$ cat config.mk
export PLATFORM = sky130hd
export DESIGN_NAME = ami_rx_unit
export DESIGN_NICKNAME = d
export VERILOG_FILES = /design/src/rtl/ami_rx_unit.sv
export SDC_FILE = /design/constraint.sdc
export NUM_CORES = 1
export LEC_CHECK = 0
export CAP_MARGIN = 20
export CORE_ASPECT_RATIO = 1.75
export CORE_MARGIN = 3
export CORE_UTILIZATION = 58
export DETAILED_ROUTE_END_ITERATION = 7
export GPL_ROUTABILITY_DRIVEN = 0
export PLACE_DENSITY = 0.84
export SYNTH_ARGS = -nofsm -noshare
export SYNTH_HDL_FRONTEND = slang
export SYNTH_SLANG_ARGS = --single-unit
$ cat constraint.sdc
create_clock -name clk -period 9.7 [get_ports clk]
set_input_delay 1.94 -clock clk [delete_from_list [all_inputs] [get_ports clk]]
set_output_delay 1.94 -clock clk [all_outputs]
set_load 0.005 [all_outputs]
$ cat src/rtl/ami_rx_unit.sv
// ami_rx_unit: receiving end of the 256-bit MCSE AMI output channel.
// Captures each message with a four-phase handshake (ami_in nonzero -> ack,
// ami_in back to zero -> ack released). Captured messages go into a message
// FIFO. The host reads each message as eight 32-bit words under valid/ready.
// Optional feature macro: AMI_SEQ_CHK_EN enables sequence-number checking,
// which drives seq_err. Without the macro, seq_err is tied low.
module ami_rx_unit #(
   parameter int  DEPTH = 4,
   localparam int LVL_W = $clog2(DEPTH + 1)
) (
   input  logic             clk,
   input  logic             rst,
   input  logic [255:0]     ami_in,
   output logic             ami_ack,
   output logic [31:0]      host_rdata,
   output logic             host_rvalid,
   input  logic             host_rready,
   output logic [LVL_W-1:0] fifo_level,
   output logic             seq_err,
   input  logic             clr_err
);

   localparam int PTR_W = $clog2(DEPTH);

   typedef enum logic {
      IDLE = 1'b0,
      ACK  = 1'b1
   } state_t;

   state_t             state_q, state_d;
   logic [255:0]       mem [DEPTH];
   logic [PTR_W-1:0]   wr_ptr_q, rd_ptr_q;
   logic [LVL_W-1:0]   level_q;
   logic [2:0]         word_idx_q;
   logic [2:0]         word_sel;
   logic [255:0]       head_msg;
   logic               msg_valid;
   logic               fifo_full;
   logic               push;
   logic               host_fire;
   logic               pop;

   assign msg_valid = (ami_in[255:248] != 8'h00);
   assign fifo_full = (level_q == LVL_W'(DEPTH));
   assign host_fire = host_rvalid && host_rready;
   assign pop       = host_fire && (word_idx_q == 3'd7);

   // Handshake FSM next state: capture in IDLE, wait for an all-zero channel in ACK.
   always_comb begin
      state_d = state_q;
      push    = 1'b0;
      case (state_q)
         IDLE: begin
            // A full FIFO holds the sender off by withholding the ack; nothing is dropped.
            if (msg_valid && !fifo_full) begin
               push    = 1'b1;
               state_d = ACK;
            end
         end
         ACK: begin
            if (ami_in == '0) state_d = IDLE;
         end
         default: state_d = IDLE;
      endcase
   end

   // Handshake FSM state register.
   always_ff @(posedge clk or negedge rst) begin
      if (!rst) state_q <= IDLE;
      // NOTE: sequential state uses non-blocking assignment so every register samples pre-edge values.
      else      state_q <= state_d;
   end

   assign ami_ack = (state_q == ACK);

   // Message storage: written on capture, read combinationally at the head.
   // NOTE: the storage array has no reset; an entry is never read before the level counter covers it.
   always_ff @(posedge clk) begin
      if (push) mem[wr_ptr_q] <= ami_in;
   end

   // FIFO pointers, occupancy and the host word index within the head message.
   always_ff @(posedge clk or negedge rst) begin
      if (!rst) begin
         wr_ptr_q   <= '0;
         rd_ptr_q   <= '0;
         level_q    <= '0;
         word_idx_q <= '0;
      end else begin
         if (push) wr_ptr_q <= wr_ptr_q + PTR_W'(1);
         if (host_fire) word_idx_q <= word_idx_q + 3'd1;   // wraps 7 -> 0 on the popping word
         if (pop) rd_ptr_q <= rd_ptr_q + PTR_W'(1);
         case ({push, pop})
            2'b10:   level_q <= level_q + LVL_W'(1);
            2'b01:   level_q <= level_q - LVL_W'(1);
            default: level_q <= level_q;
         endcase
      end
   end

   // Word 0 is the most significant 32 bits of the message.
   assign head_msg    = mem[rd_ptr_q];
   assign word_sel    = 3'd7 - word_idx_q;
   assign host_rdata  = head_msg[{word_sel, 5'd0} +: 32];
   assign host_rvalid = (level_q != '0);
   assign fifo_level  = level_q;

`ifdef AMI_SEQ_CHK_EN
   logic [7:0] exp_seq_q;
   logic       seq_err_q;
   logic       seq_mismatch;

   assign seq_mismatch = push && (ami_in[247:240] != exp_seq_q);

   // Sequence tracking: expect received+1 after every capture; a mismatch beats a clear.
   always_ff @(posedge clk or negedge rst) begin
      if (!rst) begin
         exp_seq_q <= 8'h00;
         seq_err_q <= 1'b0;
      end else begin
         if (push) exp_seq_q <= ami_in[247:240] + 8'd1;
         if (seq_mismatch)  seq_err_q <= 1'b1;
         else if (clr_err)  seq_err_q <= 1'b0;
      end
   end

   assign seq_err = seq_err_q;
`else
   logic unused_clr_err;

   assign unused_clr_err = clr_err;
   assign seq_err        = 1'b0;
`endif

endmodule

* Word-level counts from Yosys, hierarchy flattened
Memories as Yosys holds them, arrays and structs flattened. Cells that the tools add are included.
Cells by class: $add $sub $neg 6, $mul 0, div/mod/pow operators 0, magnitude comparators 0, equality and inequality tests 4, shift-type cells 1, mux-type cells 7, bitwise logic cells 1, reduce and logical (&&, ||, !) cells 8
Operators by type and width (number):
- $logic_not 256->1 | 1
- $shiftx 256x9->32 | 1
- $reduce_bool 8->1 | 1
- $add 3x1->3 const B | 2
- $eq 3x3->1 const B | 2
- $pmux 3 s2 | 1
- $mux 1 | 5
- $add 2x1->2 const B | 2
- $logic_and 1x1->1 | 3
- $reduce_bool 3->1 | 1
- $sub 3x1->3 const B | 1
- $sub 3x3->3 const A | 1
- $eq 2x1->1 const B | 1
- $eq 2x2->1 const B | 1
- $pmux 1 s2 | 1
- $reduce_bool 2->1 | 1
- $logic_not 1->1 | 1
- $not 1->1 | 1
Storage, ports and cells: register bits after elaboration 11, bits in latches 0, RAM bits 1024, memory bits (read-only) 0, input port bits 260, output and inout bits 38, word-level logic and storage cells 33, memories 1
Memories:
- mem | depth 4, bits a word 256, read ports 1, clocked after Yosys merged registers in 0, wr ports 1, RTL line 31 | logic [255:0] mem [DEPTH];

* Logic depth before layout (Yosys ltp)
depth after elaboration 7, mapped depth 9, mapped depth without buffers 9

* Worst setup path after synthesis
OpenSTA, ideal clock, no wires.
kind input to register, start point input port ami_in[249], end point memory mem[0][0], enable pin, setup time 0.649 ns, arrival time 8.512 ns, data required time 9.051 ns, path slack 0.538 ns, cell stages on the path 3, path buffers 0, path through nor4_1 > a221oi_1 > and2_1
Between the ends: longest elaborated chain between the ends 6
RTL lines:
- from (decl) | RTL line 13 | input logic [255:0] ami_in,
- $reduce_bool 8->1 | RTL line 43 | assign msg_valid = (ami_in[255:248] != 8'h00);
- $logic_and 1x1->1 | RTL line 55 | if (msg_valid && !fifo_full) begin
- $mux 1 | RTL line 55
- $mux 1 | RTL line 52 | case (state_q)
- $mux 1 | RTL line 79 | if (push) mem[wr_ptr_q] <= ami_in;
- $mux 1 (implied by the code) | RTL line 79
- to (decl) | RTL line 31
No other way between the ends.

* Worst setup path in the final report
start point register rd_ptr_q[1], end point output port host_rdata[13]
Between the ends: longest elaborated chain between the ends 2
RTL lines:
- from (decl) | RTL line 32 | logic [PTR_W-1:0] wr_ptr_q, rd_ptr_q;
- from (signal assigned) | RTL line 92 | if (pop) rd_ptr_q <= rd_ptr_q + PTR_W'(1);
- $mem_v2 4x256
- $shiftx 256x9->32 | RTL line 104 | assign host_rdata = head_msg[{word_sel, 5'd0} +: 32];
- to (decl) | RTL line 15 | output logic [31:0] host_rdata,
No other way between the ends.

==> qor.csv <==
stage;metric;value;unit
floorplan;Initial Utilization;58.8;%
floorplan;Top Ports;298;
routing;vias after detailed routing;18600;
floorplan;die height;353;um
global_route;global-route wire length before repair;136000;um
min_path;hold path start;fifo_level[2]$_DFFE_PN0P_;
routing;routed wire length;92800;um
global_route;gr usage total;26.4;%
critical_path;CP Launch Type;flip-flop;
timing;setup TNS;0;ns
clock_tree;CTS Hold Bufs;0;
timing;Worst Hold Slack;0.533;ns
final_layout;register area;31000;um^2
critical_path;reg2reg end;mem[2][46]$_DFFE_PP_;
final_layout;layout cells sized above 1;25.3;%
clock_tree;clk sinks;1035;
global_route;initial antenna violation count;17;
power;Comb power frac;28.1;%
floorplan;Placeable Area;67800;um^2
global_route;number of global-route vias before repair;19900;
clock_tree;CTS clock-pin slew for the worst setup and hold paths;0.07;ns
critical_path;Bufs and invs on worst path;3;
critical_path;Reg2Reg Depth;4;
timing;skew final;0.0292;ns
power;P_leak;14.3;nW
critical_path;worst path arrival time;4.65;ns
timing;RSZ-0062 raised after global routing;no;
logic_synthesis;Yosys reg bits;1035;
global_route;largest net degree at the start of global routing;133;
logic_synthesis;Mapped Nets;1856;
placed_design;I/O Buffers;295;
global_route;GRT overflow;0;
logic_synthesis;synthesized cell area;39800;um^2
clock_tree;H-tree depth;3;
min_path;Hold Path Depth;1;
logic_synthesis;Yosys top cell by area;edfxtp_1;
critical_path;Slowest-stage cell, CP;dfrtp_4;
clock_tree;number of CTS-inserted buffers;86;
routing;DRT antenna net count;0;
timing;Final Hold Violating Endpoints;0;
critical_path;critical path's top delay family;buffers and inverters;
logic_synthesis;Cells after Synth;1588;
logic_synthesis;largest cells by area after synthesis;edfxtp_1 (77%), mux4_2 (18%), nor4_1 (1.1%);
timing;maximum clock rate;152;MHz
critical_path;crit path cell chain;buf_4, buf_4, mux4_2, mux4_2, mux2_2, clkdlybuf4s50_1;
final_layout;Multi-input gate area;8400;um^2
timing;Slew @ Worst Pin;1.22;ns
clock_tree;Post-CTS Setup Repair Bufs;0;
routing;drt initial violations;1695;
min_path;worst min-delay path endpoint;fifo_level[2]$_DFFE_PN0P_;
clock_tree;CTS tree;done;
timing;Max transition margin;18.9;%
critical_path;Crit. End Element;output port;
power;sequential share of power;42.2;%
power;Psw;3.18;mW
logic_synthesis;Syn. warnings;0;
clock_tree;Clock Path Buffers;3;
logic_synthesis;post-synth top area share;77.2;%
routing;wire per inst;32.1;um
routing;Via density;6.43;
logic_synthesis;number of unique standard cell types used by synthesis;26;
logic_synthesis;Post-synth ARST share;1.06;%
clock_tree;post-cts resize count;0;
critical_path;Critical Path RT;7.76;ns
critical_path;critical-path maximum fanout;49;
power;clock power share;29.7;%
routing;1st-pass router iterations;7;
floorplan;Die Wd;204;um
critical_path;highest cell delay on the worst timing path;0.75;ns
run;Max Cap Violations;0;
timing;Max Slew Vio Count;0;
logic_synthesis;post-synthesis sequential area ratio;77.9;%
timing;period utilisation layout;68.0;%
timing;fin crit period;6.59;ns
critical_path;CP Class;flip-flop to output port;
placed_design;HPWL Detailed;56900;um
timing;final setup vio count;0;
floorplan;Total Die Area;72000;um^2
min_path;Hold Crit Class;flip-flop to flip-flop;
status;status;complete, no violations;
floorplan;FP Rows;126;
critical_path;Worst R2R Start;fifo_level[0]$_DFFE_PN0P_;
critical_path;setup slack, reg-to-reg;5.76;ns
logic_synthesis;mean post-synth cell area;25.1;um^2
routing;DRC Markers;0;
clock_tree;Clock Latency Late Sink;0.64;ns
final_layout;Area Overhead vs Synth;17.3;%
logic_synthesis;Synth Flop Type;edfxtp_1;
logic_synthesis;Post-synth EDFFs;1024;
power;switch share;26.4;%
power;maximum VDD drop;0.309;mV
power;cell-internal power;8.89;mW
clock_tree;root buffer cell;clkbuf_16;
final_layout;fill count;4051;
power;total power divided by cell area;259;nW/um^2
final_layout;Final nets;2180;
stage by stage:
stage	instances	total power, mW	instance area, um^2	setup slack (ns)	utilization [%]
6_report	2887	12.1	46700	3.11	68.9
5_1_grt	2882	12.5	46700	2.97	68.9
4_1_cts	2874	12.2	46700	3.07	68.9
3_5_place_dp	2720	8.63	43800	3.54	64.6
3_3_place_gp	2719	8.58	43700	3.68	64.5
2_1_floorplan	1588	7.32	39800	0.538	-
power by group through the flow:
stage | Combinational (mW) | Sequential [mW] | Clock, mW
3_5_place_dp | 3.43 | 5.20 | 0
3_3_place_gp | 3.39 | 5.20 | 0
2_1_floorplan | 2.27 | 5.04 | 0
6_report | 3.40 | 5.10 | 3.58
5_1_grt | 3.59 | 5.11 | 3.80
4_1_cts | 3.48 | 5.10 | 3.63
layer usage:
layer	track usage (%)	up-vias	part of all wire (%)
met2	44.7	906	53
met5	0	-	0.067
met3	5.97	158	8.5
li1	-	7665	-
met4	10.3	10	3.8
met1	33.7	9825	34
layout make-up:
cell class              count  share of cell area (%)
flip-flops and latches   1035                    66.4
well taps                 896                    2.40
inverters                   6                  0.0482
diodes                     13                  0.0696
multi-input cells         470                    18.0
clock buffers             109                    5.01
repair buffers            313                    6.84
clock inverters            45                    1.21
worst max-delay path by stage:
stage	start	end	slack (ns)	cells after the start
after floorplan	ami_in[249]	mem[0][0]$_DFFE_PP_	0.54	3
after global placement	ami_in[253]	mem[2][16]$_DFFE_PP_	3.68	6
after detailed placement	ami_in[253]	mem[2][80]$_DFFE_PP_	3.54	6
after CTS	rd_ptr_q[1]$_DFFE_PN0P_	host_rdata[15]	3.07	6
after global routing	rd_ptr_q[1]$_DFFE_PN0P_	host_rdata[1]	2.97	6
final	rd_ptr_q[1]$_DFFE_PN0P_	host_rdata[13]	3.11	6
flip-flops by register name, summed over array words and instances (netlist names):
name        cells
mem          1024
fifo_level      3
word_idx_q      3
rd_ptr_q        2
wr_ptr_q        2
ami_ack         1
Yosys cell counts, types with 4 or more instances:
cell type  instances
mux2_2            34
buf_6              5
buf_1             15
inv_1              6
clkbuf_1          32
buf_2              4
xnor2_1            4
ha_1               7
nand4_1           17
buf_4             21
nor4_1            68
dfrtp_1           11
and2_1             4
edfxtp_1        1024
mux4_2           320
cells by family after synthesis:
kind of cell,share of synthesized area [%]
xor gates and xnor gates,0.154
DFF,77.9
other,0.00941
and+or+nand+nor,1.48
muxes,19.1
buffers and inverters,1.09
adders and majority gates,0.270
AOI/OAI and AO/OA,0.0534
cell usage in the layout, fill, tap and decap left out:
cell | synthesis | layout
a21o_1 | 1 | 1
nand2_1 | 3 | 3
or3_1 | 1 | 1
a221oi_1 | 1 | 1
dfrtp_2 | 0 | 1
clkbuf_8 | 0 | 4
o21ai_0 | 1 | 1
edfxtp_1 | 1024 | 1024
xnor2_1 | 4 | 4
mux4_2 | 320 | 320
fa_1 | 1 | 1
buf_16 | 0 | 1
clkinvlp_4 | 0 | 4
mux2_2 | 34 | 34
nand4_1 | 17 | 17
nor2_1 | 2 | 2
clkbuf_1 | 32 | 16
ha_1 | 7 | 7
diode_2 | 0 | 13
clkinv_1 | 0 | 18
xor2_1 | 3 | 3
buf_4 | 21 | 10
conb_1 | 1 | 1
and3_1 | 1 | 1
and2_4 | 0 | 4
clkdlybuf4s50_1 | 0 | 295
clkinv_2 | 0 | 9
mux2i_1 | 1 | 1
nor4_2 | 0 | 1
dfrtp_1 | 11 | 7
clkbuf_16 | 0 | 89
bufinv_16 | 0 | 14
inv_1 | 6 | 6
buf_12 | 0 | 7
nor4_1 | 68 | 67
dfrtp_4 | 0 | 3
No activity file was read; power rests on OpenSTA's default activity.
